**config.mk**
```make
export PLATFORM = sky130hd
export DESIGN_NAME = async_fifo_write_ctrl
export DESIGN_NICKNAME = d
export VERILOG_FILES = /design/src/rtl/async_fifo_pkg.sv /design/src/rtl/BinToGray.sv /design/src/rtl/GrayToBin.sv /design/src/rtl/ResetSync.sv /design/src/rtl/Synchronizer.sv /design/src/rtl/async_fifo_write_ctrl.sv
export SDC_FILE = /design/constraint.sdc
export NUM_CORES = 1
export LEC_CHECK = 0
export BUFFER_PORTS_ARGS = -buffer_cell sky130_fd_sc_hd__buf_2
export CORE_MARGIN = 5
export CORE_UTILIZATION = 45
export CTS_BUF_LIST = sky130_fd_sc_hd__clkbuf_8
export DETAILED_ROUTE_END_ITERATION = 12
export PLACE_DENSITY = 0.7
export SLEW_MARGIN = 30
export SYNTH_ARGS = -nofsm -noshare
export SYNTH_HDL_FRONTEND = slang
export SYNTH_SLANG_ARGS = --single-unit
```
**constraint.sdc**
```tcl
create_clock -name clk -period 4.04 [get_ports clk]
set_input_delay 0.404 -clock clk [delete_from_list [all_inputs] [get_ports clk]]
set_output_delay 0.404 -clock clk [all_outputs]
set_load 0.01 [all_outputs]
```
**src/rtl/async_fifo_pkg.sv**
```systemverilog
// Helpers shared by the read and write pointer controllers of the async FIFO.
// Pointer width and the Gray-pointer full-comparison mask live here.
package async_fifo_pkg;

  // Pointer width for a given depth; the extra MSB is the wrap bit.
  function automatic int ptr_width(input int depth);
    return $clog2(depth) + 1;
  endfunction

  // Gray pointers are full when the top two bits differ and the rest match.
  function automatic logic [31:0] full_mask(input int w);
    return 32'd3 << (w - 2);
  endfunction

endpackage

```
**src/rtl/BinToGray.sv**
```systemverilog
// Binary to reflected Gray code conversion.
module BinToGray #(
  parameter int p_bit_width = 4
) (
  input  logic [p_bit_width-1:0] bin,
  output logic [p_bit_width-1:0] gray
);

  assign gray = bin ^ (bin >> 1);

endmodule

```
**src/rtl/GrayToBin.sv**
```systemverilog
// Gray to binary conversion: each binary bit is the XOR of all Gray bits at or above it.
module GrayToBin #(
  parameter int p_bit_width = 4
) (
  input  logic [p_bit_width-1:0] gray,
  output logic [p_bit_width-1:0] bin
);

  for (genvar i = 0; i < p_bit_width; i++) begin : g_bit
    assign bin[i] = ^gray[p_bit_width-1:i];
  end

endmodule

```
**src/rtl/ResetSync.sv**
```systemverilog
// Reset synchronizer: asserts asynchronously, deasserts after two clk edges.
module ResetSync (
  input  logic clk,
  input  logic async_rst,
  output logic reset
);

  logic [1:0] rst_pipe;

  always_ff @(posedge clk or posedge async_rst) begin
    if (async_rst) rst_pipe <= 2'b11;
    else           rst_pipe <= {rst_pipe[0], 1'b0};
  end

  assign reset = rst_pipe[1];

endmodule

```
**src/rtl/Synchronizer.sv**
```systemverilog
// Two-flop multi-bit synchronizer for a Gray-coded bus, reset to zero.
module Synchronizer #(
  parameter int p_bit_width = 4
) (
  input  logic                   clk,
  input  logic                   reset,
  input  logic [p_bit_width-1:0] d,
  output logic [p_bit_width-1:0] q
);

  logic [1:0][p_bit_width-1:0] sync_pipe;

  always_ff @(posedge clk or posedge reset) begin
    if (reset) sync_pipe <= '0;
    else       sync_pipe <= {sync_pipe[0], d};
  end

  assign q = sync_pipe[1];

endmodule

```
**src/rtl/async_fifo_write_ctrl.sv**
```systemverilog
// Write-side pointer controller of the async FIFO: write pointers, read-pointer
// synchronization, full / almost-full / occupancy and a sticky overflow flag.
module async_fifo_write_ctrl
  import async_fifo_pkg::*;
#(
  parameter int p_num_entries        = 8,
  parameter int p_ptr_width          = ptr_width(p_num_entries),
  parameter int p_almost_full_thresh = p_num_entries - 1
) (
  input  logic                   clk,
  input  logic                   async_rst,
  input  logic                   w_en,
  input  logic [p_ptr_width-1:0] g_read_ptr_async,
  input  logic                   clr_overflow,
  output logic                   mem_w_en,
  output logic [p_ptr_width-2:0] w_addr,
  output logic [p_ptr_width-1:0] b_write_ptr,
  output logic [p_ptr_width-1:0] g_write_ptr,
  output logic                   full,
  output logic                   almost_full,
  output logic [p_ptr_width-1:0] count,
  output logic                   overflow
);

  localparam logic [31:0]            FULL_MASK32 = full_mask(p_ptr_width);
  localparam logic [p_ptr_width-1:0] FULL_MASK   = FULL_MASK32[p_ptr_width-1:0];
  localparam logic [p_ptr_width-1:0] AF_THRESH   = p_ptr_width'(p_almost_full_thresh);

  logic                   reset;
  logic [p_ptr_width-1:0] g_rptr_s;
  logic [p_ptr_width-1:0] b_rptr_s;
  logic [p_ptr_width-1:0] b_next;
  logic [p_ptr_width-1:0] g_next;

  ResetSync u_reset_sync (
    .clk       (clk),
    .async_rst (async_rst),
    .reset     (reset)
  );

  Synchronizer #(.p_bit_width(p_ptr_width)) u_rptr_sync (
    .clk   (clk),
    .reset (reset),
    .d     (g_read_ptr_async),
    .q     (g_rptr_s)
  );

  GrayToBin #(.p_bit_width(p_ptr_width)) u_rptr_g2b (
    .gray (g_rptr_s),
    .bin  (b_rptr_s)
  );

  BinToGray #(.p_bit_width(p_ptr_width)) u_wptr_b2g (
    .bin  (b_next),
    .gray (g_next)
  );

  // full includes reset, so no write is accepted on an edge that reset covers.
  assign mem_w_en = w_en && !full;
  assign w_addr   = b_write_ptr[p_ptr_width-2:0];
  assign b_next   = b_write_ptr + p_ptr_width'(mem_w_en);

  always_ff @(posedge clk or posedge reset) begin
    if (reset) begin
      b_write_ptr <= '0;
      g_write_ptr <= '0;
    end else begin
      b_write_ptr <= b_next;
      g_write_ptr <= g_next;
    end
  end

  // Registers only on these paths; the synchronized read pointer lags, so full is pessimistic.
  assign full        = reset || (g_write_ptr == (g_rptr_s ^ FULL_MASK));
  assign count       = b_write_ptr - b_rptr_s;
  assign almost_full = reset || (count >= AF_THRESH);

  always_ff @(posedge clk or posedge reset) begin
    if (reset)              overflow <= 1'b0;
    else if (w_en && full)  overflow <= 1'b1;
    else if (clr_overflow)  overflow <= 1'b0;
  end

endmodule

```
**Word-level counts from Yosys, hierarchy flattened**

Cells that the tools add are included.

- Bits in registers: 19
- Word-level logic and storage cells: 23

- Mux-type cells: 2
- Add/subtract/negate cells: 2
- Bitwise logic cells: 2
- Reductions and logical operators: 9
- Eq/ne operators: 1
- Magnitude comparators: 1

Operators with widths:

| kind | count |
|---|---|
| $add A4 B1 Y4 | 1 |
| $eq A4 B4 Y1 | 1 |
| $ge A4 B3 Y1 const B | 1 |
| $reduce_xor A4 Y1 | 1 |
| $sub A4 B4 Y4 | 1 |
| $xor A4 B3 Y4 | 1 |
| $reduce_xor A3 Y1 | 1 |
| $logic_and A1 B1 Y1 | 2 |
| $logic_or A1 B1 Y1 | 2 |
| $mux W1 | 2 |
| $not A2 Y2 | 1 |
| $reduce_bool A2 Y1 | 1 |
| $reduce_xor A2 Y1 | 1 |
| $logic_not A1 Y1 | 1 |

**Logic depth before layout (Yosys ltp)**

- Depth in word-level cells: 7
- Gate-level depth with buffers: 8

**Hierarchy**

From an unflattened synthesis, not the netlist that was laid out.

- Cell total of the unflattened synthesis: 72
- Area total of the unflattened synthesis: 884.6 um2

By module, submodules not included:

| module | cells each | times used | sequential area each (um2) | area an instance (um2) |
|---|---|---|---|---|
| async_fifo_write_ctrl | 46 | 1 | 225.2 | 506.7 |
| Synchronizer | 13 | 1 | 200.2 | 234.0 |
| ResetSync | 4 | 1 | 52.6 | 60.1 |
| GrayToBin | 5 | 1 | 0.0 | 50.0 |
| BinToGray | 4 | 1 | 0.0 | 33.8 |

**Worst setup path before layout**

OpenSTA, ideal clock, no wires.

- Kind: flip-flop to output port
- Start: register u_rptr_sync.sync_pipe (netlist bit u_rptr_sync.q[2])
- End: output almost_full
- Slack: 1633 ps
- Arrival: 2003 ps
- Path buffers: 0
- Stages on the path, launching flop included: 9
- Path through: dfrtp_1 -> xnor2_2 -> xor2_2 -> xnor2_1 -> ha_1 -> fa_1 -> xnor2_1 -> a31oi_1 -> o21ai_0

- Cells in the longest elaborated chain, start to end: 4
- Elaborated cells between the ends (all ways): 6
- Those cells by class: add/sub: 1; order compare: 1; reduce/logical: 4

RTL lines:

| item | RTL line | RTL |
|---|---|---|
| from (decl) | Synchronizer.sv:11 | `logic [1:0][p_bit_width-1:0] sync_pipe;` |
| from (signal assigned) | Synchronizer.sv:15 | `else sync_pipe <= {sync_pipe[0], d};` |
| $reduce_xor A4 Y1 (tied with other cells) | GrayToBin.sv:10 | `assign bin[i] = ^gray[p_bit_width-1:i];` |
| $sub A4 B4 Y4 * | async_fifo_write_ctrl.sv:75 | `assign count = b_write_ptr - b_rptr_s;` |
| named net count[2] | async_fifo_write_ctrl.sv:21 | `output logic [p_ptr_width-1:0] count,` |
| $ge A4 B3 Y1 * | async_fifo_write_ctrl.sv:76 | `assign almost_full = reset \|\| (count >= AF_THRESH);` |
| $logic_or A1 B1 Y1 * | async_fifo_write_ctrl.sv:76 |  |
| to (decl) | async_fifo_write_ctrl.sv:20 | `output logic almost_full,` |

The timed path passes the listed nets; every way through them passes the cells marked *.

**Final worst setup path**

- Start: register u_rptr_sync.sync_pipe (netlist bit u_rptr_sync.q[2])
- End: output almost_full

- Cells in the longest elaborated chain, start to end: 4
- Elaborated cells between the ends (all ways): 6
- Those cells by class: add/sub: 1; order compare: 1; reduce/logical: 4

RTL lines:

| item | RTL line |
|---|---|
| $reduce_xor A4 Y1 (tied with other cells) | GrayToBin.sv:10 |
| $sub A4 B4 Y4 * | async_fifo_write_ctrl.sv:75 |
| $ge A4 B3 Y1 * | async_fifo_write_ctrl.sv:76 |
| $logic_or A1 B1 Y1 * | async_fifo_write_ctrl.sv:76 |

Every way passes the cells marked *; elsewhere a longest branch is shown, timed or not.

==> flow_summary_export.csv <==
group,metric,value,unit
setup_path,cp-start-kind,"flip-flop",
yosys,synth_seq_cells,18,
setup_path,path_class,"reg -> out",
clock_tree,cts_buffers,3,
die,die_y,52.2,µm
pwr,pwr-share-clk,0.162,
route,drtIter0Drc,1,
place,dp_hpwl,1.10,mm
pwr,internal_power,0.454,mW
clock_tree,cts_tree,"yes",
setup_path,r2r_cells,7,
route,drt-pass1-iter-count,2,
die,die_area,2720,µm²
sta,fmax,364,MHz
die,start_util,0.469,
global_routing,overflow,0,
route,vias_per_cell,4.54,
layout,nets,104,
sta,tns,0,ns
pwr,power_density,758,nW/µm²
layout,drive_above_1_share,0.371,
yosys,yosysSeqAreaShare,0.566,
place,dpl.cell_count,110,
sta,finalCriticalPeriod,2.75,ns
route,post-route-drc-count,0,
yosys,synth_top_area_frac,0.500,
die,die_x,52.2,µm
clock_tree,clock_insertion_delay_worst_skew,0.25,ns
pwr,switchingPower,0.287,mW
pwr,p_seq_frac,0.365,
yosys,yosys_warnings,0,
setup_path,worst_ep_arrival_time,2.34,ns
yosys,synth-main-ff-cell,"dfrtp_1",
global_routing,grt.busiest_layer,"met2",
die,rows,15,
sta,max_slew_margin,0.623,
setup_path,endpoint_kind,"output port",
yosys,ys_types,21,
global_routing,gr-usage-met3,0.0285,
global_routing,antenna_found_initial,0,
pwr,p_sw_frac,0.387,
yosys,syn_avg_cell_area,12.7,µm²
clock_tree,cts_sinks,18,
pwr,leakage,0.514,nW
yosys,synth_commonest_cells,"dfrtp_1, inv_1, xor2_1, ha_1, xnor2_1",
sta,fin_skew,0.00165,ns
route,vias,518,
yosys,synthTopCellsByArea,"dfrtp_1, ha_1, dfstp_2",
global_routing,grt_usage,0.117,
die,coreArea,1710,µm²
yosys,synth.net_count,77,
route,ant_nets,0,
global_routing,grt_pass1_wl,2.26,mm
layout,antenna_cells,0,
setup_path,cp_max_fo,3,
setup_path,cp.required,3.64,ns
yosys,synthCells,63,
place,portBuffers,26,
global_routing,grt_max_degree,17,
clock_tree,clockBufferDepth,2,
clock_tree,post_cts_buffers,0,
setup_path,rr_startpoint,"b_write_ptr[3]",
yosys,synth.largest_area_cell,"dfrtp_1",
sta,worst_pin_slew,0.565,ns
setup_path,cp-startpoint,"u_rptr_sync.q[2]",
layout,syn_to_final_growth,22.0,%
status,status,"finished clean",
layout,fin_cells,114,
sta,rsz0062_at_grt,"no",
clock_tree,htreeDepth,1,
sta,setup_viol,0,
sta,hold_viol,0,
sta,min_period_over_period,0.680,
pwr,ir_drop,320,µV
min_path,hold_class,"in -> async",
global_routing,grt_pass1_vias,514,
clock_tree,cts_hold_buf,0,
yosys,synth_area,801,µm²
yosys,synthArstFlopShare,1.00,
pwr,comb_power_share,0.474,
yosys,yosysMostFrequentCell,"dfrtp_1",
clock_tree,cts-root-buf,"clkbuf_8",
global_routing,met1_usage,0.129,
clock_tree,clkTransAtPathRegs,0.06,ns
clock_tree,post_cts_resized,0,
yosys,synth_enable_flop_cells,0,
flow_run,drv_cap,0,
sta,slew_violations,0,
route,routed_wl,1.31,mm
place,gp_congestion,0.662,
global_routing,grtUsageMet2,0.199,
die,ios,27,
route,routedWlPerCell,11.5,µm
==> metrics by stage <==
stage	util	instance area (µm²)	hold slack (ns)	total power, mW	setup slack, ns
floorplan	-	801	0.275	0.518	1.63
global placement	0.546	932	0.332	0.624	1.61
detailed placement	0.546	932	0.340	0.633	1.53
CTS	0.572	977	0.161	0.756	1.25
global route	0.572	977	0.165	0.804	1.10
finish	0.572	977	0.164	0.740	1.29
==> cells by family after synthesis <==
| family | synth area share |
|---|---|
| adders and majority gates | 0.103 |
| AOI/OAI and AO/OA | 0.0453 |
| buffers and inverters | 0.0844 |
| other | 0.00468 |
| DFF | 0.566 |
| and+or+nand+nor | 0.0359 |
| xor gates and xnor gates | 0.161 |
==> critical path, stage by stage, from the launching register on <==
cell and delay, ns:
dfrtp_1 0.41, xnor2_2 0.23, xor2_2 0.21, xnor2_1 0.09, ha_1 0.21, fa_1 0.38
xnor2_1 0.15, a31oi_1 0.17, o21ai_0 0.09, buf_2 0.14
==> routing by layer <==
metal  vias to the layer above  part of all wire
met2                        18              0.54
li1                        245                 -
met3                         4             0.079
met4                         0             0.015
met5                         -                 0
met1                       251              0.37
==> registers in the layout, summed over array words and instances (netlist names) <==
register	count
u_reset_sync.rst_pipe	2
b_write_ptr	4
u_rptr_sync.q	4
overflow	1
g_write_ptr	3
u_rptr_sync.sync_pipe	4
==> path summary, 6_finish.rpt <==
kind	end	slack (ns)
max in group asynchronous	g_write_ptr[1]	3.33
worst max register to register	g_write_ptr[2]	2.02
worst min-delay path	u_reset_sync.rst_pipe[0]	0.16
worst max-delay path	almost_full	1.29
worst min register to register	u_rptr_sync.sync_pipe[0]	0.34
min in group clk	u_rptr_sync.sync_pipe[1]	0.26
==> cell usage in the layout (no fill, tap or decap), types with 2 or more instances in the layout <==
cell,n
ha_1,5
inv_1,11
xor2_1,6
buf_2,26
dfrtp_1,16
dfstp_2,2
xnor2_1,5
a21oi_1,2
clkbuf_8,3
==> power groups by stage <==
| stage | clock [mW] | sequential (mW) | combinational [mW] |
|---|---|---|---|
| floorplan | 0 | 0.286 | 0.232 |
| detailed placement | 0 | 0.275 | 0.358 |
| global placement | 0 | 0.272 | 0.352 |
| CTS | 0.125 | 0.271 | 0.360 |
| global route | 0.131 | 0.278 | 0.395 |
| finish | 0.120 | 0.270 | 0.351 |
==> final cells by class <==
cell class | instances | area (µm²)
well taps | 25 | 31.3
multi-input cells | 31 | 280
clock buffers | 3 | 41.3
inverters | 10 | 37.5
fillers | 154 | 731
flip-flops and latches | 18 | 453
clock inverters | 1 | 3.75
repair buffers | 26 | 130
Power figures use the tool's default switching activity.
